==> src/rtl/mem_access_pkg.sv <==
// Shared memory-stage encodings: access-size codes (common with the store
// encoder) and the load FSM state type.
package mem_access_pkg;

  localparam logic [1:0] SIZE_WORD = 2'd0;
  localparam logic [1:0] SIZE_HALF = 2'd1;
  localparam logic [1:0] SIZE_BYTE = 2'd2;

  typedef enum logic [1:0] {
    LD_IDLE = 2'd0,
    LD_REQ  = 2'd1,
    LD_DONE = 2'd2
  } ld_state_e;

endpackage

==> src/rtl/load_data_extract.sv <==
// Combinational lane select + zero/sign extension for loads, plus the
// legality flag for (offset, size). Lane order matches the store encoder.
module load_data_extract
  import mem_access_pkg::*;
(
  input  logic [31:0] word_i,
  input  logic [1:0]  offset_i,
  input  logic [1:0]  size_i,
  input  logic        unsigned_i,
  output logic [31:0] data_o,
  output logic        legal_o
);

  logic [15:0] half;
  logic [7:0]  byte_v;

  always_comb begin
    half    = offset_i[1] ? word_i[15:0] : word_i[31:16];
    byte_v  = word_i[31:24];
    data_o  = '0;
    legal_o = 1'b0;
    case (offset_i)
      2'd0:    byte_v = word_i[31:24];
      2'd1:    byte_v = word_i[23:16];
      2'd2:    byte_v = word_i[15:8];
      default: byte_v = word_i[7:0];
    endcase
    case (size_i)
      SIZE_WORD: begin
        legal_o = (offset_i == 2'd0);
        data_o  = word_i;
      end
      SIZE_HALF: begin
        legal_o = ~offset_i[0];
        data_o  = {{16{~unsigned_i & half[15]}}, half};
      end
      SIZE_BYTE: begin
        legal_o = 1'b1;
        data_o  = {{24{~unsigned_i & byte_v[7]}}, byte_v};
      end
      default: ;
    endcase
    // Illegal accesses always return zero
    if (!legal_o) data_o = '0;
  end

endmodule

==> src/rtl/mem_load_unit.sv <==
// Load unit: word-aligned req/ack read, lane extract, one-cycle valid pulse.
// Optional LOAD_FAULT_EN adds a fault pulse for misaligned/illegal loads.
module mem_load_unit
  import mem_access_pkg::*;
(
  input  logic        clk,
  input  logic        rst,
  input  logic        memRead,
  input  logic [31:0] addr,
  input  logic [1:0]  dataSize,
  input  logic        loadUnsigned,
  output logic        memReq,
  output logic [31:0] memAddr,
  input  logic        memAck,
  input  logic [31:0] memRData,
  output logic [31:0] outData,
  output logic        valid,
  output logic        stall
`ifdef LOAD_FAULT_EN
  ,output logic       fault
`endif
);

  ld_state_e   state_q, state_d;
  logic [1:0]  off_q, size_q;
  logic        uns_q;
  logic [31:0] addr_q, out_q;
  logic        valid_q;
  logic        accept;

  logic [1:0]  x_off, x_size;
  logic        x_uns, x_legal;
  logic [31:0] x_data;

  // One extractor: fed by the incoming request while idle (legality check),
  // by the latched request while waiting for the ack.
  always_comb begin
    x_off  = addr[1:0];
    x_size = dataSize;
    x_uns  = loadUnsigned;
    if (state_q == LD_REQ) begin
      x_off  = off_q;
      x_size = size_q;
      x_uns  = uns_q;
    end
  end

  load_data_extract u_extract (
    .word_i     (memRData),
    .offset_i   (x_off),
    .size_i     (x_size),
    .unsigned_i (x_uns),
    .data_o     (x_data),
    .legal_o    (x_legal)
  );

  assign accept = (state_q != LD_REQ) && memRead;

  always_ff @(posedge clk) begin
    if (rst) state_q <= LD_IDLE;
    else     state_q <= state_d;
  end

  always_comb begin
    state_d = state_q;
    case (state_q)
      LD_IDLE, LD_DONE: begin
        if (memRead)                state_d = x_legal ? LD_REQ : LD_DONE;
        else if (state_q == LD_DONE) state_d = LD_IDLE;
      end
      LD_REQ:  if (memAck) state_d = LD_DONE;
      default: state_d = LD_IDLE;
    endcase
  end

  always_comb begin
    memReq = (state_q == LD_REQ);
    stall  = (state_q == LD_REQ) || (accept && x_legal);
  end

`ifdef LOAD_FAULT_EN
  logic fault_q;
`endif

  always_ff @(posedge clk) begin
    if (rst) begin
      off_q   <= '0;
      size_q  <= '0;
      uns_q   <= 1'b0;
      addr_q  <= '0;
      out_q   <= '0;
      valid_q <= 1'b0;
`ifdef LOAD_FAULT_EN
      fault_q <= 1'b0;
`endif
    end else begin
      valid_q <= 1'b0;
`ifdef LOAD_FAULT_EN
      fault_q <= 1'b0;
`endif
      if (accept) begin
        off_q  <= addr[1:0];
        size_q <= dataSize;
        uns_q  <= loadUnsigned;
        addr_q <= {addr[31:2], 2'b00};
        if (!x_legal) begin
          out_q   <= '0;
          valid_q <= 1'b1;
`ifdef LOAD_FAULT_EN
          fault_q <= 1'b1;
`endif
        end
      end else if (state_q == LD_REQ && memAck) begin
        out_q   <= x_data;
        valid_q <= 1'b1;
      end
    end
  end

  assign memAddr = addr_q;
  assign outData = out_q;
  assign valid   = valid_q;
`ifdef LOAD_FAULT_EN
  assign fault   = fault_q;
`endif

endmodule

==> config.mk <==
export PLATFORM = sky130hd
export DESIGN_NAME = mem_load_unit
export DESIGN_NICKNAME = d
export VERILOG_FILES = /design/src/rtl/mem_access_pkg.sv /design/src/rtl/load_data_extract.sv /design/src/rtl/mem_load_unit.sv
export SDC_FILE = /design/constraint.sdc
export NUM_CORES = 1
export LEC_CHECK = 0
export CAP_MARGIN = 20
export CORE_UTILIZATION = 43
export CTS_CLUSTER_DIAMETER = 100
export DETAILED_ROUTE_END_ITERATION = 12
export GPL_ROUTABILITY_DRIVEN = 0
export PLACE_DENSITY = 0.89
export RECOVER_POWER = 25
export SYNTH_ARGS = -nofsm -noshare
export SYNTH_HDL_FRONTEND = slang
export SYNTH_HIERARCHICAL = 1
export SYNTH_SLANG_ARGS = --single-unit
export TNS_END_PERCENT = 5
==> constraint.sdc <==
create_clock -name clk -period 3.2 [get_ports clk]
set_clock_uncertainty 0.05 [all_clocks]
set_input_delay 0.48 -clock clk [delete_from_list [all_inputs] [get_ports clk]]
set_output_delay 0.48 -clock clk [all_outputs]
set_load 0.02 [all_outputs]
==> impl_metrics.tcl <==
set metrics [dict create \
    outcome "finished, final reports clean" \
    drc 0 \
    antenna_left 0 \
    yosys.area.top_type_share_pct 41.8 \
    fmax_mhz 362 \
    final_cell_mix "clkdlybuf4s50_1 (133), dfxtp_1 (70), nand2_1 (59), a21oi_1 (52)" \
    dpl_cell_area_um2 4710 \
    clockRootBuffer "clkbuf_8" \
    async_flop_share_pct 0 \
    first_pass_iters 5 \
    track_usage_pct 24.8 \
    critPathCaptureType "flip-flop" \
    synth_top_cell_by_area "dfxtp_1" \
    clkPwrFrac_pct 33.5 \
    dp.cells 607 \
    maxSlewHeadroom_pct 13.9 \
    path_clk_slew_ns 0.08 \
    critPathTopFamily "compound AO/OA/AOI/OAI gates" \
    routed_via_density 5.51 \
    post_cts_buffers 0 \
    critPathLaunchType "flip-flop" \
    numCtsBuffers 9 \
    nNetsFinal 590 \
    grt-ovfl-total 0 \
    grt_first_pass_wirelength_um 16500 \
    synth-warning-count 6 \
    holdCritStartpoint "memAddr[24]" \
    drt_iter0_drc 223 \
    clockBufferDepth 2 \
    area_growth_syn_to_layout_pct 46.6 \
    wl_per_cell_um 15.7 \
    ys_types 33 \
    ir_worst_vdd_uv 267 \
    fin_crit_ns 2.76 \
    cts.sinks 70 \
    p_sw_share_pct 30.3 \
    p_sw_uw 654 \
    crit_slowest_cell "o21bai_4" \
    tightest_slew_ns 1.29 \
    grt_pass1_vias 3329 \
    power_per_cell_area_nw_per_um2 439 \
    die_h_um 90.3 \
    clock_latency_ns 0.35 \
    die-area_um2 8150 \
    worstSetupPathType "reg2reg" \
    antenna_found_initial 0 \
    rows 31 \
    fin_crit_sh_pct 86.2 \
    synthCells 400 \
    layout_commonest_cell "clkdlybuf4s50_1" \
    hpwl_um 6860 \
    synth-main-ff-cell "dfxtp_1" \
    initial_core_util_pct 45.2 \
    worst_ep_required_time_ns 3.41 \
    cp_cell_sequence "nand2b_2 -> buf_4 -> nand2_1 -> nand2_1 -> buf_4 -> mux2_1 -> and3_1 -> o21bai_4 -> a21oi_1 -> a22o_1" \
    vias 3434 \
    synth_area_um2 3350 \
    max-cap-violations 0 \
    hold_viol_final 0 \
    critPathMaxStageDelay_ns 0.46 \
    ios 138 \
    diodes 0 \
    hold_path.class "reg2reg" \
    intPower_mw 1.50 \
    crit_path_start "state_q[1]" \
    crit_buf_inv 2 \
    seq_power_share_pct 42.7 \
    placement.io_buffers 135 \
    synth_edf_count 0 \
    drt-total-wl_um 9810 \
    cp_data_arrival_time_ns 2.97 \
    final_layout_size_suffix_gt1_share_pct 8.78 \
    grt_max_degree 36 \
    netlist_top_cells_area "dfxtp_1 (42%), a22o_1 (8.4%), a21oi_1 (7.8%)" \
    die_w_um 90.3 \
    fin_area_um2 4910 \
    ctsHtreeMaxLevel 3 \
    cp_max_fo 18 \
    combPwrFrac_pct 23.8 \
    rsz0062_at_grt "no" \
    setup_tns_ns 0 \
    ys_seq_elements 70 \
    slew_viol_final 0 \
    reg2reg_from "state_q[1]" \
    leakagePower_nw 1.88 \
    fp.coreArea_um2 7410 \
    ys_seq_area_share_pct 41.8 \
    tritoncts "built" \
    setup_violations 0 \
    stdcell_count 623 \
    syn_avg_cell_area_um2 8.38 \
]
==> state kept, by name, indices dropped and copies added, names as in the netlist <==
signal,count
state_q,2
off_q,2
outData,32
valid,1
size_q,2
uns_q,1
memAddr,30
==> path summary, 6_finish.rpt <==
kind,cells past startpoint,slack [ns],endpoint
worst max register to register,10,0.44,outData[18]
worst max-delay path,10,0.44,outData[18]
worst min-delay path,2,0.43,memAddr[24]
worst min register to register,2,0.43,memAddr[24]
==> cells in the mapped netlist (all sizes together) (2+ instances only) <==
cell type and n:
nor2 5, nand3 35, buf 18, a21oi 63
a22o 32, mux2i 15, clkbuf 22, nor2b 11
inv 4, o221ai 7, a21o 8, o21ai 35
nand2 59, o21bai 2, nand2b 4, dfxtp 70
==> area by class of cell <==
type,count,area [µm²]
Sequential cell,70,1400
Timing Repair Buffer,147,1440
Multi-Input combinational cell,287,1730
Inverter,4,15.0
Clock buffer,9,124
Clock inverter,7,75.1
Tap cell,99,124
Fill cell,609,2490
==> metal layers <==
metal,global-route usage [%],wire (µm),up-vias
li1,-,-,1659
met1,31.7,4210,1604
met2,39.4,4530,156
met3,8.08,931,15
met4,8.47,143,0
met5,0,0,-
==> worst reg2reg max path, cell delays in order, from the launching register on <==
cell and delay, ns:
dfxtp_1 0.32, nand2b_2 0.21, buf_4 0.22, nand2_1 0.07, nand2_1 0.08, buf_4 0.28, mux2_1 0.35, and3_1 0.24
o21bai_4 0.46, a21oi_1 0.16, a22o_1 0.22
==> repair_timing <==
action / 4_1_cts / 5_1_grt
pin swaps: 0 / 0
setup endpoints to repair: 1 / 1
resized for setup: 2 / 1
hold buffers: 0 / 0
==> power by group through the flow <==
stage / combinational (mW) / clock [mW] / sequential [mW]
after floorplan: 0.271 / 0 / 0.975
after global placement: 0.499 / 0 / 0.940
after detailed placement: 0.508 / 0 / 0.942
after CTS: 0.512 / 0.733 / 0.921
after global routing: 0.554 / 0.772 / 0.926
final: 0.514 / 0.723 / 0.921
==> kinds of logic (layout without fill, tap and decap cells) <==
kind of cell | count (synthesis) | after routing | share of synthesized area (%)
and+or+nand+nor | 118 | 118 | 16.0
buffers and inverters | 44 | 167 | 6.87
muxes | 16 | 16 | 4.82
DFF | 70 | 70 | 41.8
AOI/OAI and AO/OA | 151 | 151 | 30.4
other | 1 | 2 | 0.112
==> stage by stage <==
step           setup WS (ns)  util [%]  power (mW)  hold slack [ns]
2_1_floorplan          0.229         -        1.25            0.404
3_3_place_gp           0.246      63.6        1.44            0.410
3_5_place_dp           0.203      63.6        1.45            0.413
4_1_cts               0.0496      66.3        2.17            0.427
5_1_grt                0.220      66.3        2.25            0.450
6_report               0.440      66.3        2.16            0.426
Note: power is estimated with default switching activity, not from simulation.
